File: src/rtl/sha256_iter_core.sv
// Iterative SHA-256 compression core: one 512-bit block per 64/UNROLL+1 cycles,
// UNROLL rounds per clock, chaining either from the IV or from the previous digest.
module sha256_iter_core #(
  parameter int unsigned UNROLL  = 1,
  parameter bit          OUT_REG = 1'b1
) (
  input  logic         clk,
  input  logic         reset_n,
  input  logic         start,
  input  logic         first,
  input  logic [511:0] block,
  output logic         ready,
  output logic         busy,
  output logic [255:0] digest,
  output logic         digest_valid
);

  if (UNROLL != 1 && UNROLL != 2 && UNROLL != 4 && UNROLL != 8) begin : g_bad_unroll
    $error("sha256_iter_core: UNROLL must be 1, 2, 4 or 8");
  end

  localparam logic [5:0] Step      = 6'(UNROLL);
  localparam logic [5:0] LastRound = 6'(64 - UNROLL);

  localparam logic [0:7][31:0] IV = {
    32'h6a09e667, 32'hbb67ae85, 32'h3c6ef372, 32'ha54ff53a,
    32'h510e527f, 32'h9b05688c, 32'h1f83d9ab, 32'h5be0cd19
  };

  localparam logic [0:63][31:0] K = {
    32'h428a2f98, 32'h71374491, 32'hb5c0fbcf, 32'he9b5dba5,
    32'h3956c25b, 32'h59f111f1, 32'h923f82a4, 32'hab1c5ed5,
    32'hd807aa98, 32'h12835b01, 32'h243185be, 32'h550c7dc3,
    32'h72be5d74, 32'h80deb1fe, 32'h9bdc06a7, 32'hc19bf174,
    32'he49b69c1, 32'hefbe4786, 32'h0fc19dc6, 32'h240ca1cc,
    32'h2de92c6f, 32'h4a7484aa, 32'h5cb0a9dc, 32'h76f988da,
    32'h983e5152, 32'ha831c66d, 32'hb00327c8, 32'hbf597fc7,
    32'hc6e00bf3, 32'hd5a79147, 32'h06ca6351, 32'h14292967,
    32'h27b70a85, 32'h2e1b2138, 32'h4d2c6dfc, 32'h53380d13,
    32'h650a7354, 32'h766a0abb, 32'h81c2c92e, 32'h92722c85,
    32'ha2bfe8a1, 32'ha81a664b, 32'hc24b8b70, 32'hc76c51a3,
    32'hd192e819, 32'hd6990624, 32'hf40e3585, 32'h106aa070,
    32'h19a4c116, 32'h1e376c08, 32'h2748774c, 32'h34b0bcb5,
    32'h391c0cb3, 32'h4ed8aa4a, 32'h5b9cca4f, 32'h682e6ff3,
    32'h748f82ee, 32'h78a5636f, 32'h84c87814, 32'h8cc70208,
    32'h90befffa, 32'ha4506ceb, 32'hbef9a3f7, 32'hc67178f2
  };

  function automatic logic [31:0] rotr(input logic [31:0] x, input int unsigned n);
    return (x >> n) | (x << (32 - n));
  endfunction

  function automatic logic [31:0] big_sigma0(input logic [31:0] x);
    return rotr(x, 2) ^ rotr(x, 13) ^ rotr(x, 22);
  endfunction

  function automatic logic [31:0] big_sigma1(input logic [31:0] x);
    return rotr(x, 6) ^ rotr(x, 11) ^ rotr(x, 25);
  endfunction

  function automatic logic [31:0] small_sigma0(input logic [31:0] x);
    return rotr(x, 7) ^ rotr(x, 18) ^ (x >> 3);
  endfunction

  function automatic logic [31:0] small_sigma1(input logic [31:0] x);
    return rotr(x, 17) ^ rotr(x, 19) ^ (x >> 10);
  endfunction

  typedef enum logic [1:0] {
    StIdle,
    StRound,
    StFinal
  } state_e;

  state_e            state_q, state_d;
  logic [5:0]        round_q, round_d;
  logic [0:7][31:0]  v_q, v_d;      // working variables a..h
  logic [0:15][31:0] w_q, w_d;      // w_q[0] is W[t]
  logic [0:7][31:0]  h_q, h_d;      // chaining value H0..H7
  logic              first_q, first_d;
  logic              dv_q, dv_d;

  logic [0:7][31:0]  v_rnd;
  logic [0:15][31:0] w_rnd;

  // UNROLL rounds chained combinationally; the window always yields W[t+16] at its tail.
  always_comb begin : round_logic
    logic [31:0] t1, t2, w_new;
    t1    = '0;
    t2    = '0;
    w_new = '0;
    v_rnd = v_q;
    w_rnd = w_q;
    for (int unsigned u = 0; u < UNROLL; u++) begin
      t1 = v_rnd[7] + big_sigma1(v_rnd[4]) + ((v_rnd[4] & v_rnd[5]) ^ (~v_rnd[4] & v_rnd[6]))
           + K[round_q + 6'(u)] + w_rnd[0];
      t2 = big_sigma0(v_rnd[0])
           + ((v_rnd[0] & v_rnd[1]) ^ (v_rnd[0] & v_rnd[2]) ^ (v_rnd[1] & v_rnd[2]));
      v_rnd = {t1 + t2, v_rnd[0:2], v_rnd[3] + t1, v_rnd[4:6]};
      w_new = small_sigma1(w_rnd[14]) + w_rnd[9] + small_sigma0(w_rnd[1]) + w_rnd[0];
      w_rnd = {w_rnd[1:15], w_new};
    end
  end

  always_comb begin
    state_d = state_q;
    round_d = round_q;
    v_d     = v_q;
    w_d     = w_q;
    h_d     = h_q;
    first_d = first_q;
    dv_d    = 1'b0;
    unique case (state_q)
      StIdle: begin
        if (start) begin
          state_d = StRound;
          round_d = '0;
          w_d     = block;
          v_d     = first ? IV : h_q;
          first_d = first;
        end
      end
      StRound: begin
        v_d     = v_rnd;
        w_d     = w_rnd;
        round_d = round_q + Step;
        if (round_q == LastRound) begin
          state_d = StFinal;
        end
      end
      StFinal: begin
        // h_q stays untouched until here, so first=1 re-derives the IV as chain source.
        for (int i = 0; i < 8; i++) begin
          h_d[i] = (first_q ? IV[i] : h_q[i]) + v_q[i];
        end
        dv_d    = 1'b1;
        state_d = StIdle;
      end
      default: state_d = StIdle;
    endcase
  end

  always_ff @(posedge clk or negedge reset_n) begin
    if (!reset_n) begin
      state_q <= StIdle;
      round_q <= '0;
      v_q     <= '0;
      w_q     <= '0;
      h_q     <= IV;
      first_q <= 1'b0;
      dv_q    <= 1'b0;
    end else begin
      state_q <= state_d;
      round_q <= round_d;
      v_q     <= v_d;
      w_q     <= w_d;
      h_q     <= h_d;
      first_q <= first_d;
      dv_q    <= dv_d;
    end
  end

  if (OUT_REG) begin : g_out_reg
    logic [255:0] digest_q, digest_d;

    always_comb begin
      digest_d = digest_q;
      if (state_q == StFinal) begin
        digest_d = h_d;
      end
    end

    always_ff @(posedge clk or negedge reset_n) begin
      if (!reset_n) begin
        digest_q <= IV;
      end else begin
        digest_q <= digest_d;
      end
    end

    assign digest = digest_q;
  end else begin : g_out_comb
    assign digest = h_q;
  end

  assign ready        = (state_q == StIdle);
  assign busy         = ~ready;
  assign digest_valid = dv_q;

endmodule

File: config.mk
export PLATFORM = sky130hd
export DESIGN_NAME = sha256_iter_core
export DESIGN_NICKNAME = d
export VERILOG_FILES = /design/src/rtl/sha256_iter_core.sv
export SDC_FILE = /design/constraint.sdc
export NUM_CORES = 2
export LEC_CHECK = 0
export ABC_AREA = 0
export BUFFER_PORTS_ARGS = -buffer_cell sky130_fd_sc_hd__buf_2
export CORE_ASPECT_RATIO = 1.1
export CORE_MARGIN = 2
export CORE_UTILIZATION = 35
export DETAILED_ROUTE_END_ITERATION = 16
export PLACE_DENSITY_LB_ADDON = 0.3
export SKIP_CTS_REPAIR_TIMING = 1
export SYNTH_ARGS = -nofsm -noshare
export SYNTH_HDL_FRONTEND = slang
export SYNTH_SLANG_ARGS = --single-unit
File: constraint.sdc
create_clock -name clk -period 10.1 [get_ports clk]
set_input_delay 2.02 -clock clk [delete_from_list [all_inputs] [get_ports clk]]
set_output_delay 2.02 -clock clk [all_outputs]
set_load 0.05 [all_outputs]
# After elaboration in Yosys (flattened, before gate mapping)
# Memories as Yosys holds them, arrays and structs flattened.
# Cells that the tools add are included.
totals:
  ff_bits: 1290
  memories: 1
  out_inout_bits: 259
  in_bits: 516
  rom_bits: 2048
mem_list:
  columns: ["memory", "depth", "word_bits", "read_ports", "rd_ports_with_merged_regs", "write_ports", "line", "source"]
  rows:
  - ["(name not given)", 64, 32, 1, 0, 0, "96", "+ K[round_q + 6'(u)] + w_rnd[0];"]
classes:
  mux: 22
  magnitude_cmp: 1
  n_bitwise: 29
  n_reduce_logical: 5
  addsub: 19
  eq_ne: 5
ops:
  columns: ["cell", "count"]
  rows:
  - ["$pmux W512 S2", 1]
  - ["$mux W256", 3]
  - ["$add A32 B32 Y32", 18]
  - ["$mux W512", 1]
  - ["$pmux W256 S2", 1]
  - ["$mux W32", 10]
  - ["$xor A32 B32 Y32", 9]
  - ["$and A32 B32 Y32", 5]
  - ["$not A32 Y32", 1]
  - ["$or A10 B32 Y32", 1]
  - ["$or A13 B32 Y32", 1]
  - ["$or A14 B32 Y32", 1]
  - ["$or A15 B32 Y32", 1]
  - ["$or A19 B32 Y32", 1]
  - ["$or A21 B32 Y32", 1]
  - ["$or A25 B32 Y32", 1]
  - ["$or A26 B32 Y32", 1]
  - ["$or A30 B32 Y32", 1]
  - ["$or A7 B32 Y32", 1]
  - ["$xor A32 B22 Y32", 1]
  - ["$xor A32 B29 Y32", 1]
  - ["$pmux W6 S2", 1]
  - ["$ge A7 B7 Y1 const B", 1]
  - ["$not A6 Y7", 1]
  - ["13 further kinds", 17]

# Logic depth before layout (Yosys ltp)
depth:
  ltp_word: 9
  ltp_mapped: 36
  ltp_nobuf: 35

# Worst setup path before layout
# Ideal clock, no wire load.
synth_path:
  kind: "register to register"
  from: "reg round_q[2]"
  to: "reg v_q[254] (netlist bit)"
  n_path_buf: 3
  t_arrival_ps: 7341
  setup_time_ps: 137
  t_required_ps: 9963
  path_slack_ps: 2622
  stages_incl_launch_ff: 36
  path_cell_list: "dfrtp_1 clkbuf_1 clkinv_1 clkbuf_1 ha_1 clkbuf_1 o21ai_0 nand3_1 nand2_1 nand2_1 o21ai_0 fa_1 inv_1 ha_1 a21o_1 a21oi_1 o21bai_1 a2111o_1 a21oi_1 o31ai_1 a41oi_1 nor2b_1 xnor2_1 inv_1 fa_1 inv_1 ha_1 a21o_1 a21oi_1 o21ai_0 a41oi_1 a21oi_1 o41a_1 a221oi_2 xor2_1 a21oi_1"
synth_between:
  elab_chain_len: 8
synth_lines:
  columns: ["element", "line", "source"]
  rows:
  - ["start: declaration", "76", "logic [5:0] round_q, round_d;"]
  - ["start signal: assignment", "154", "round_q <= round_d;"]
  - ["$not A6 Y7 (not written as such)", "96", null]
  - ["$mem_v2 Z64 W32", null, null]
  - ["$mux W32 (not written as such) (2 in series)", "96", null]
  - ["$add A32 B32 Y32 (2 in series)", "96", null]
  - ["$add A32 B32 Y32", "99", "v_rnd = {t1 + t2, v_rnd[0:2], v_rnd[3] + t1, v_rnd[4:6]};"]
  - ["$pmux W256 S2", "113", "unique case (state_q)"]
  - ["end signal: assignment", "155", "v_q <= v_d;"]
  - ["end: declaration", "77", "logic [0:7][31:0] v_q, v_d;"]
# Every way passes these cells. The select of a mux whose other input is x is not followed.
# A chain may end at the register's enable or synchronous reset.

# Worst setup path after layout
layout_path:
  from: "reg round_q[3]"
  to: "reg v_q[254] (netlist bit)"
# The elaborated chain is that of the path after synthesis.

==> impl_metrics.ini <==
[run_status]
status = finished, final reports clean

[synthesis]
syn_nets = 10920
syn_avg_cell_area_um2 = 8.424
ys_async_sr_fraction = 1.000
yosys_warnings = 0
ys_ff_latch = 1290
synthFlopType = dfrtp_1
synth_cells = 9813
seq_area_frac_synth = 0.3946
syn_area_um2 = 82660
synth_cell_types = 91
synth_edf_count = 0

[run]
max_cap_violations = 0

[final_layout]
seqCellArea_um2 = 32630
multi_input_area_um2 = 45840
n_fill_cell = 24090
fin_nets = 11310
drive_above_1_share = 0.1587
area_delta_synth_final_pct = 14.20

[floorplanning]
die_y_um = 513.7
initial_core_util = 0.3512
core-area_um2 = 235400
rows = 187
die_w_um = 467.4
io_pins = 775
dieArea_um2 = 240100

[cts]
cts-root-buf = clkbuf_16
clockBufferDepth = 3
cts_tree = yes
numCtsBuffers = 150
cts_sinks = 1290
cts_max_level = 4
clk_latency_ps = 850
path_clk_slew_ps = 60

[route]
drc_errors = 0
vias_per_cell = 5.502
wl_per_cell_um = 25.85
firstDrtPassIters = 7
vias = 74210
routed_wl_mm = 348.6
ant_nets = 0
drtIter0Drc = 6618

[setup_path]
cp_common_cell = a21oi_1
slowest_stage = dfrtp_4
max_stage_delay_ps = 700
cp_max_fo = 36
crit_arrival_ps = 9260
critPathKind = register to register
cp-end-kind = register
start_kind = register
required_ps = 10780

[global_routing]
grt_pass1_wl_mm = 503.3
grt_pass1_vias = 72870
antenna_found_initial = 104
gr-usage-all-layers = 0.2835
grt-ovfl-total = 0
grt_max_degree = 266

[min_path]
hp-class = register to register

[timing]
clock.fmax_mhz = 116.5
slew_headroom = 0.1854
skew_ps = 53.98
period_share = 0.8498
worst_pin_slew_ps = 1213
finalSetupTns_ps = 0
min_period_ps = 8583
slew_viol_final = 0
report.final.setup_viol = 0
rsz0062_at_grt = false
hold_violations = 0

[placement]
place_congestion = 0.9637
dp_hpwl_mm = 267.9
numPortBuffers = 774
-- cell families (layout without fill, tap and decap cells) --
group	count (synthesis)	in the layout	share of synthesized area
and+or+nand+nor	3929	3929	0.2002
AOI/OAI and AO/OA	2219	2219	0.1739
DFF	1290	1290	0.3946
buffers and inverters	1133	1648	0.05149
adders and majority gates	594	594	0.1077
xor gates and xnor gates	546	546	0.05802
muxes	102	102	0.01408
other	0	42	0
-- cell usage after synthesis (12+ instances only) --
cell / count / share of area
and2_1: 39 / 0.0030
nand4_1: 19 / 0.0014
or2_2: 143 / 0.011
o31a_1: 12 / 0.0013
a21o_1: 254 / 0.023
or3_1: 45 / 0.0034
nand3_1: 92 / 0.0056
o22ai_1: 161 / 0.012
mux2i_1: 42 / 0.0051
inv_1: 488 / 0.022
o21a_1: 75 / 0.0068
nor3b_1: 18 / 0.0016
fa_1: 197 / 0.048
nand2_1: 2148 / 0.098
buf_1: 25 / 0.0011
nand2b_1: 61 / 0.0046
clkbuf_1: 615 / 0.028
a311oi_1: 22 / 0.0023
xnor2_1: 343 / 0.036
ha_1: 395 / 0.060
a31oi_1: 546 / 0.041
xor2_1: 202 / 0.021
dfrtp_1: 1018 / 0.31
o211ai_1: 31 / 0.0028
a211oi_1: 39 / 0.0035
a41oi_1: 13 / 0.0014
o21bai_1: 42 / 0.0038
nor3_1: 88 / 0.0053
o311ai_0: 12 / 0.0013
and3_1: 74 / 0.0056
a21boi_0: 14 / 0.0013
a22oi_1: 18 / 0.0016
o221ai_1: 16 / 0.0017
a21oi_1: 405 / 0.025
dfstp_2: 272 / 0.086
a222oi_1: 50 / 0.0061
nor2b_1: 156 / 0.012
nor2_1: 1007 / 0.046
o21ai_0: 353 / 0.021
o31ai_1: 24 / 0.0022
mux2_2: 54 / 0.0074
-- registers in the layout, summed over array words and instances (netlist names) --
register and count:
digest 256, digest_valid 1, first_q 1, h_q 256, round_q 6, state_q 2
v_q 256, w_q 512
-- metal layers --
layer | wire [µm] | global-route usage | up-vias
met4 | 22220 | 0.1563 | 98
met5 | 609 | 0 | -
met2 | 166300 | 0.4718 | 2838
met3 | 24310 | 0.05915 | 759
li1 | - | - | 34070
met1 | 135200 | 0.3406 | 36440
-- worst max-delay path, delay by kind of cell (launching register included) --
kind / cells / cell delay, ps
flops: 1 / 700
simple gates: 1 / 200
xor+xnor: 2 / 440
fa+ha+maj: 4 / 1490
compound gates: 18 / 4520
buf+inv: 4 / 640
mux: 1 / 390
-- final cells by class --
| cell class | instances | share of cell area |
|---|---|---|
| multi-input cells | 7390 | 0.4856 |
| diodes | 42 | 0.001113 |
| clock inverters | 63 | 0.008973 |
| well taps | 3118 | 0.04133 |
| flip-flops and latches | 1290 | 0.3457 |
| clock buffers | 212 | 0.04563 |
| inverters | 490 | 0.01956 |
| repair buffers | 883 | 0.05212 |
-- worst paths after layout --
path                            startpoint          to  slack (ps)  cells past startpoint
max in group asynchronous          reset_n    w_q[469]        6820                      3
worst max-delay path            round_q[3]    v_q[254]        1520                     30
worst min register to register  digest[89]  digest[89]         450                      2
worst min-delay path            digest[89]  digest[89]         450                      2
worst max register to register  round_q[3]    v_q[254]        1520                     30
min in group asynchronous          reset_n    w_q[163]        1110                      1
-- through the flow --
stage,utilization,worst slack [ps],hold WS (ps),cell area (µm²),instances
detailed placement,0.3787,1690,446.7,89140,13170
finish,0.4011,1517,453.0,94400,13490
floorplan,-,2622,439.2,82660,9813
global placement,0.3787,1705,448.0,89140,13170
global route,0.4009,1079,465.6,94360,13470
CTS,0.4006,1681,457.1,94290,13450
-- cells in the final DEF (no fill, tap or decap), types with 45 or more instances in the layout --
cell type / synthesis / final
nand2_1: 2148 / 2146
dfrtp_1: 1018 / 1015
nor2_1: 1007 / 1005
buf_2: 2 / 773
a31oi_1: 546 / 546
inv_1: 488 / 487
a21oi_1: 405 / 405
ha_1: 395 / 395
o21ai_0: 353 / 353
xnor2_1: 343 / 343
dfstp_2: 272 / 272
a21o_1: 254 / 254
xor2_1: 202 / 202
fa_1: 197 / 197
o22ai_1: 161 / 161
nor2b_1: 156 / 155
clkbuf_16: 0 / 151
or2_2: 143 / 142
nand3_1: 92 / 92
buf_4: 0 / 92
nor3_1: 88 / 87
o21a_1: 75 / 75
and3_1: 74 / 74
nand2b_1: 61 / 59
mux2_2: 54 / 54
a222oi_1: 50 / 50
or3_1: 45 / 45
Power is left out: the tool's default activity adds up to more than one toggle a clock period on the data nets, which glitch-free logic cannot reach.
